--- config.mk ---
export PLATFORM = sky130hd
export DESIGN_NAME = alu_exec_unit
export DESIGN_NICKNAME = d
export VERILOG_FILES = /design/src/rtl/mips_alu_pkg.sv /design/src/rtl/alu_comb_core.sv /design/src/rtl/alu_exec_unit.sv
export SDC_FILE = /design/constraint.sdc
export NUM_CORES = 1
export LEC_CHECK = 0
export BUFFER_PORTS_ARGS = -buffer_cell sky130_fd_sc_hd__buf_2
export CAP_MARGIN = 20
export CORE_ASPECT_RATIO = 0.6
export CORE_UTILIZATION = 35
export CTS_BUF_LIST = sky130_fd_sc_hd__clkbuf_2
export CTS_CLUSTER_SIZE = 40
export DETAILED_ROUTE_END_ITERATION = 8
export HOLD_SLACK_MARGIN = 0.12
export PLACE_DENSITY = 0.6
export REMOVE_ABC_BUFFERS = 1
export SETUP_SLACK_MARGIN = 0.1
export SLEW_MARGIN = 5
export SYNTH_ARGS = -nofsm -noshare
export SYNTH_HDL_FRONTEND = slang
export SYNTH_SLANG_ARGS = --single-unit
--- constraint.sdc ---
create_clock -name clk -period 12.4 [get_ports clk]
set_clock_uncertainty 0.05 [all_clocks]
set_input_delay 2.48 -clock clk [delete_from_list [all_inputs] [get_ports clk]]
set_output_delay 2.48 -clock clk [all_outputs]
set_load 0.01 [all_outputs]
--- src/rtl/mips_alu_pkg.sv ---
// Operation codes, FSM state encoding and constants shared by the
// execute-stage ALU unit and its combinational core.
package mips_alu_pkg;

  localparam logic [4:0] ALU_ADD     = 5'b00000;
  localparam logic [4:0] ALU_SUB     = 5'b00001;
  localparam logic [4:0] ALU_OR      = 5'b00010;
  localparam logic [4:0] ALU_ORI     = 5'b00011;
  localparam logic [4:0] ALU_SRL     = 5'b00100;
  localparam logic [4:0] ALU_SLL     = 5'b00101;
  localparam logic [4:0] ALU_LUI     = 5'b00110;
  localparam logic [4:0] ALU_ANDI    = 5'b00111;
  localparam logic [4:0] ALU_LW      = 5'b01000;
  localparam logic [4:0] ALU_SW      = 5'b01001;
  localparam logic [4:0] ALU_BEQ     = 5'b01010;
  localparam logic [4:0] ALU_BNE     = 5'b01011;
  localparam logic [4:0] ALU_NOR     = 5'b01100;
  localparam logic [4:0] ALU_AND     = 5'b01101;
  localparam logic [4:0] ALU_JMP     = 5'b01110;
  localparam logic [4:0] ALU_JAL     = 5'b01111;
  localparam logic [4:0] ALU_ILLEGAL = 5'b11111;

  localparam int LUI_SHIFT = 16;

  typedef enum logic [1:0] {
    IDLE  = 2'd0,
    SHIFT = 2'd1,
    DONE  = 2'd2
  } state_t;

endpackage

--- src/rtl/alu_comb_core.sv ---
// Single-cycle ALU datapath: result for every non-iterative operation plus
// the illegal-opcode flag. Shift codes return b unshifted (the shamt=0 case).
module alu_comb_core
  import mips_alu_pkg::*;
#(
  parameter int DATA_WIDTH = 32
) (
  input  logic [4:0]            op,
  input  logic [DATA_WIDTH-1:0] a,
  input  logic [DATA_WIDTH-1:0] b,
  output logic [DATA_WIDTH-1:0] result,
  output logic                  illegal
);

  logic [DATA_WIDTH-1:0] imm_zext;

  assign imm_zext = {{(DATA_WIDTH-16){1'b0}}, b[15:0]};

  always_comb begin
    result  = '0;
    illegal = 1'b0;
    case (op)
      ALU_ADD, ALU_LW, ALU_SW:    result = a + b;
      ALU_SUB, ALU_BEQ, ALU_BNE:  result = a - b;
      ALU_OR:                     result = a | b;
      ALU_ORI:                    result = a | imm_zext;
      ALU_ANDI:                   result = a & imm_zext;
      ALU_AND:                    result = a & b;
      ALU_NOR:                    result = ~(a | b);
      ALU_SRL, ALU_SLL:           result = b;
      ALU_LUI:                    result = imm_zext << LUI_SHIFT;
      ALU_JMP:                    result = '0;
      ALU_JAL:                    result = a;
      default:                    illegal = 1'b1;
    endcase
  end

endmodule

--- src/rtl/alu_exec_unit.sv ---
// Execute-stage ALU with valid/ready handshakes on both sides; SRL/SLL are
// performed serially one bit per cycle, everything else in a single cycle.
module alu_exec_unit
  import mips_alu_pkg::*;
#(
  parameter int DATA_WIDTH  = 32,
  parameter int SHAMT_WIDTH = 5
) (
  input  logic                   clk,
  input  logic                   reset,
  input  logic                   in_valid_i,
  output logic                   in_ready_o,
  input  logic [4:0]             alu_operation_i,
  input  logic [DATA_WIDTH-1:0]  operand_a_i,
  input  logic [DATA_WIDTH-1:0]  operand_b_i,
  input  logic [SHAMT_WIDTH-1:0] shamt_i,
  output logic                   out_valid_o,
  input  logic                   out_ready_i,
  output logic [DATA_WIDTH-1:0]  result_o,
  output logic                   zero_o,
  output logic                   illegal_o
);

  state_t                 state_reg, state_next;
  logic [DATA_WIDTH-1:0]  acc_reg, acc_next;
  logic [DATA_WIDTH-1:0]  result_reg, result_next;
  logic [SHAMT_WIDTH-1:0] cnt_reg, cnt_next;
  logic                   left_reg, left_next;
  logic                   zero_reg, zero_next;
  logic                   illegal_reg, illegal_next;

  logic [DATA_WIDTH-1:0]  core_result;
  logic                   core_illegal;
  logic [DATA_WIDTH-1:0]  acc_shifted;
  logic                   is_shift;

  // The core sees the ports directly: in IDLE the accepted operands are
  // exactly the values being latched, so no extra register stage is needed.
  alu_comb_core #(
    .DATA_WIDTH(DATA_WIDTH)
  ) u_core (
    .op      (alu_operation_i),
    .a       (operand_a_i),
    .b       (operand_b_i),
    .result  (core_result),
    .illegal (core_illegal)
  );

  assign is_shift    = (alu_operation_i == ALU_SRL) || (alu_operation_i == ALU_SLL);
  assign acc_shifted = left_reg ? {acc_reg[DATA_WIDTH-2:0], 1'b0}
                                : {1'b0, acc_reg[DATA_WIDTH-1:1]};

  always_comb begin
    state_next   = state_reg;
    acc_next     = acc_reg;
    result_next  = result_reg;
    cnt_next     = cnt_reg;
    left_next    = left_reg;
    zero_next    = zero_reg;
    illegal_next = illegal_reg;
    case (state_reg)
      IDLE: begin
        if (in_valid_i) begin
          left_next = (alu_operation_i == ALU_SLL);
          if (is_shift && (shamt_i != '0)) begin
            state_next = SHIFT;
            acc_next   = operand_b_i;
            cnt_next   = shamt_i;
          end else begin
            state_next   = DONE;
            result_next  = core_result;
            zero_next    = (core_result == '0);
            illegal_next = core_illegal;
          end
        end
      end
      SHIFT: begin
        acc_next = acc_shifted;
        cnt_next = cnt_reg - 1'b1;
        if (cnt_reg == SHAMT_WIDTH'(1)) begin
          state_next   = DONE;
          result_next  = acc_shifted;
          zero_next    = (acc_shifted == '0);
          illegal_next = 1'b0;
        end
      end
      DONE: begin
        if (out_ready_i) state_next = IDLE;
      end
      default: state_next = IDLE;
    endcase
  end

  always_ff @(posedge clk) begin
    if (reset) begin
      state_reg   <= IDLE;
      acc_reg     <= '0;
      result_reg  <= '0;
      cnt_reg     <= '0;
      left_reg    <= 1'b0;
      zero_reg    <= 1'b0;
      illegal_reg <= 1'b0;
    end else begin
      state_reg   <= state_next;
      acc_reg     <= acc_next;
      result_reg  <= result_next;
      cnt_reg     <= cnt_next;
      left_reg    <= left_next;
      zero_reg    <= zero_next;
      illegal_reg <= illegal_next;
    end
  end

  assign in_ready_o  = (state_reg == IDLE);
  assign out_valid_o = (state_reg == DONE);
  assign result_o    = result_reg;
  assign zero_o      = zero_reg;
  assign illegal_o   = illegal_reg;

endmodule
Yosys cells after proc, flatten, opt, wreduce, memory -nomap -nowiden
Cells that the tools add are included.
Storage, ports and cells
  register bits: 74
  bits in latches: 0
  RAM bits: 0
  bits in read-only memories: 0
  output and inout bits: 36
  word-level logic and storage cells: 80
  memories kept: 0
Cells by class
  $add $sub $neg: 3
  multipliers: 0
  div/mod/pow operators: 0
  magnitude comparators: 0
  equality and inequality tests: 23
  shifts and indexed selects: 0
  multiplexer cells: 26
  bitwise operators: 5
  reduce and logical (&&, ||, !) cells: 16
Operator list (count)
  $pmux W32 S10: 1
  $mux W32: 6
  $pmux W32 S2: 2
  $logic_not A32 Y1: 2
  $eq A5 B4 Y1 const B: 8
  $add A32 B32 Y32: 1
  $and A32 B16 Y32: 1
  $and A32 B32 Y32: 1
  $not A32 Y32: 1
  $or A32 B16 Y32: 1
  $or A32 B32 Y32: 1
  $sub A32 B32 Y32: 1
  $eq A5 B3 Y1 const B: 4
  $reduce_or A16 Y1: 1
  $eq A5 B1 Y1 const B: 2
  $eq A5 B2 Y1 const B: 2
  $mux W5: 2
  $pmux W5 S2: 1
  $mux W2: 4
  $mux W1: 7
  $ne A2 B2 Y1 const B: 3
  $pmux W2 S3: 1
  $reduce_and A3 Y1: 2
  $reduce_or A3 Y1: 2
  14 further kinds: 16

Logic depth before layout (Yosys ltp)
  word-level depth: 7
  gate-level depth with buffers: 22

Hierarchy
Synthesis repeated with hierarchy kept, for this count alone.
Second synthesis, totals
  cell total of the unflattened synthesis: 1068
  area, all modules: 7657.3 um^2
Modules (own cells, without submodules)
  alu_comb_core: times used 1, cells each 604, area an instance 3907.5 um^2
  alu_exec_unit: times used 1, cells each 464, area an instance 3749.8 um^2

Worst setup path before layout
Ideal clock, no wire load.
  path type: input to register
  from: input port operand_b_i[7]
  to: register zero_reg, in the netlist zero_o
  library setup time: 0.134 ns
  data arrival time: 6.231 ns
  required time: 12.216 ns
  setup slack: 5.985 ns
  stages on the path: 20
  path buffers: 1
  path through: buf_2 -> or3_4 -> or4_4 -> nor3_1 -> nand2_1 -> or2_2 -> o21ai_0 -> xor2_1 -> ha_1 -> nand2_1 -> o21ai_0 -> nor3_1 -> nor2_1 -> o21ai_0 -> o311ai_0 -> a31oi_1 -> and3_1 -> and4bb_1 -> nand4_1 -> o22ai_1
On the way
  word-level cells in the longest chain between the ends: 7
  elaborated cells between the ends (all ways): 12
  classes of those cells: 2 x add/sub; 4 x mux; 5 x bitwise; 1 x reduce/logical
RTL lines
  start, declared: RTL line alu_exec_unit.sv:15  | input logic [DATA_WIDTH-1:0] operand_b_i,
  branches (longest 2 deep; another with $sub A32 B32 Y32)
  $pmux W32 S10 *: RTL line alu_comb_core.sv:22  | case (op)
  $logic_not A32 Y1 *: RTL line alu_exec_unit.sv:72  | zero_next = (core_result == '0);
  $mux W1 *: RTL line alu_exec_unit.sv:65  | if (is_shift && (shamt_i != '0)) begin
  $mux W1 *: RTL line alu_exec_unit.sv:63  | if (in_valid_i) begin
  $pmux W1 S2 *: RTL line alu_exec_unit.sv:61  | case (state_reg)
  end signal, assigned: RTL line alu_exec_unit.sv:109  | zero_reg <= zero_next;
  end, declared: RTL line alu_exec_unit.sv:29  | logic zero_reg, zero_next;
Mark *: on every way between the ends. The select of a mux whose other input is x is not followed.
A chain may end at the register's enable or synchronous reset.

Final worst setup path
  from: input port operand_b_i[8]
  to: register zero_reg, in the netlist zero_o
Same word-level chain as after synthesis.

==> flow_summary_export.csv <==
group,metric,value,unit
worst_setup_path,crit_start,"operand_b_i[8]",
global_route,antenna_found_initial,0,
worst_setup_path,worstSetupEndpointType,"flip-flop",
yosys,async_flop_share,0,%
timing,setup_tns,0,ns
power_and_ir_drop,p_int,0.0004094,W
drt,viasPerCell,6.183,
drt,drc,0,
drt,wl,29900,um
drt,drtIter0Drc,1038,
yosys,avgSynthCellArea,7.149,um^2
job,max_cap_violations,0,
placement,portBuffers,113,
yosys,syn_inst,1061,
power_and_ir_drop,p_sw,0.0003031,W
status,status,"complete, no violations",
cells_and_area,multiInputGateArea,5738,um^2
worst_setup_path,critPathRequiredTime,12.84,ns
cts,cts_made_buffers,9,
yosys,synth-edff-count,0,
yosys,synth_flop_cell,"dfxtp_1",
cts,cts_resized,0,
global_route,track_usage,26.69,%
cts,htreeDepth,3,
yosys,synth_most_common_cell,"a21oi_1",
floorplan,rows,41,
yosys,synth.distinct_cells,78,
timing,period_minus_slack,6.925,ns
drt,wl_per_cell,21.31,um
placement,hpwl,23110,um
yosys,synth_area_leader_cell,"dfxtp_1",
drt,drt-pass1-iter-count,8,
power_and_ir_drop,total_power,0.0007125,W
cts,clock_latency,0.54,ns
cells_and_area,fin_nets,1234,
yosys,synth_top_area_share,19.53,%
worst_setup_path,cp_max_fo,7,
drt,vias,8675,
worst_setup_path,start_kind,"input port",
cts,root_buffer,"clkbuf_2",
timing,rsz0062_at_grt,"no",
timing,post-route-period-util,55.85,%
power_and_ir_drop,leakagePower,3.326,nW
global_route,grt_pass1_vias,7593,
power_and_ir_drop,combPwrFrac,43.6,%
power_and_ir_drop,peakVddDrop,0.00005674,V
cells_and_area,syn_to_final_growth,11.12,%
floorplan,ios,114,
timing,max_freq,144.4,MHz
timing,max_slew_margin,22.24,%
cells_and_area,seqCellArea,1481,um^2
cts,cts_hold_buf,0,
cts,path_clk_slew,0.25,ns
cts,clock_path_buffers,2,
yosys,ys_ff_latch,74,
power_and_ir_drop,p_per_area,84.54,nW/um^2
worst_setup_path,crit_type,"in2reg",
timing,hold_viol_final,0,
drt,drtAntennaViolNets,0,
placement,place.gp.congestion,0.9845,
floorplan,die_x,192.0,um
cells_and_area,nFillCells,2294,
yosys,synth_seq_area_share,19.53,%
global_route,grt_overflow,0,
cells_and_area,final_layout_size_suffix_gt1_share,15.66,%
cts,cts_num_sinks,74,
power_and_ir_drop,clock_power_share,20.1,%
floorplan,core_region_area,21140,um^2
yosys,synthTopCellsByCount,"a21oi_1, nand2_1, nor2_1, dfxtp_1, clkbuf_1",
timing,worstMarginPinSlew,1.158,ns
floorplan,dieArea,22280,um^2
global_route,grt_pass1_wl,45220,um
floorplan,die_h,116.0,um
timing,finalSetupViolCount,0,
cells_and_area,antennaDiodeCount,0,
worst_setup_path,timing.rr.start,"state_reg[1]",
global_route,grt_max_degree,76,
min_path,hp-start,"result_o[6]",
timing,timing.final.max_slew_violations,0,
min_path,hp-class,"reg2reg",
yosys,synth_warnings,0,
floorplan,initial_core_util,35.89,%
cts,cts_tree,"done",
yosys,synth_area,7585,um^2
power_and_ir_drop,p_seq_share,36.3,%
worst_setup_path,cp.arrival,7.36,ns
cts,post_cts_buffers,0,
power_and_ir_drop,swShare,42.54,%
yosys,synth_area_leaders,"dfxtp_1, a21oi_1, nand2_1",
==> layout by cell type, fill, tap and decap left out, types with 27 or more instances in the layout <==
cell and n:
mux2i_1 27, o21ai_0 49, a21oi_1 130, nand2_1 121, dfxtp_1 74, nor2_1 93, buf_2 113, xor2_1 32
ha_1 36, a211oi_1 52
==> worst paths after layout <==
| check | end | slack [ns] | cells after the start |
|---|---|---|---|
| worst max-delay path | zero_o | 5.48 | 20 |
| worst min-delay path | result_o[6] | 0.42 | 2 |
| worst max register to register | zero_o | 9.42 | 10 |
| worst min register to register | result_o[6] | 0.42 | 2 |
==> layer usage <==
| layer | vias up | wire length [um] | GRT usage [%] | share of wire, % |
|---|---|---|---|---|
| li1 | 4074 | - | - | - |
| met1 | 4080 | 14260 | 42.20 | 48 |
| met2 | 493 | 11610 | 36.90 | 39 |
| met3 | 28 | 3851 | 6.087 | 13 |
| met4 | 0 | 177 | 2.100 | 0.59 |
| met5 | - | 0 | 0 | 0 |
==> worst max-delay path, cell delays in order <==
cell and delay [ns]:
buf_2 0.16, or3_4 0.39, or4_4 0.43, nor3_1 0.59, nand2_1 0.17, or2_2 0.33, o21ai_0 0.20, xor2_1 0.19
ha_1 0.32, a21oi_1 0.24, o21ai_0 0.19, nor2_1 0.13, nand2_1 0.05, o21ai_0 0.28, o311ai_0 0.15, a31oi_1 0.29
and3_1 0.22, and4bb_1 0.26, nand4_1 0.10, o22ai_1 0.17
==> power by group through the flow <==
stage,logic (W),clock network (W),registers [W]
6_report,0.000310,0.000143,0.000259
5_1_grt,0.000337,0.000156,0.000260
4_1_cts,0.000304,0.000145,0.000259
3_5_place_dp,0.000303,0,0.000263
3_3_place_gp,0.000303,0,0.000263
2_1_floorplan,0.000187,0,0.000265
==> logic make-up after synthesis <==
family / count (synthesis) / synth area share, %
AO/OA/AOI/OAI: 379 / 32.86
flip-flops: 74 / 19.53
XOR/XNOR: 59 / 6.912
adder cells (fa/ha/maj): 39 / 6.467
AND/OR/NAND/NOR: 381 / 24.86
multiplexers: 30 / 4.009
buffers and inverters: 99 / 5.361
==> metrics by stage <==
step	hold slack, ns	worst slack [ns]	instance area [um^2]	instances	util (%)
3_5_place_dp	0.3947	5.024	8314	1387	39.34
5_1_grt	0.4465	5.259	8428	1403	39.88
6_report	0.4205	5.475	8428	1403	39.88
3_3_place_gp	0.3890	5.122	8314	1387	39.34
4_1_cts	0.4208	5.610	8428	1403	39.88
2_1_floorplan	0.3995	6.040	7246	980	-
==> layout make-up <==
class / instances / area share [%]
clock buffer: 9 / 0.5344
clock inverter: 7 / 0.8165
inverter: 18 / 0.8017
multi-input combinational: 888 / 68.08
sequential: 74 / 17.58
tap: 279 / 4.142
timing repair buffer: 128 / 8.046
Power figures use the tool's default switching activity.
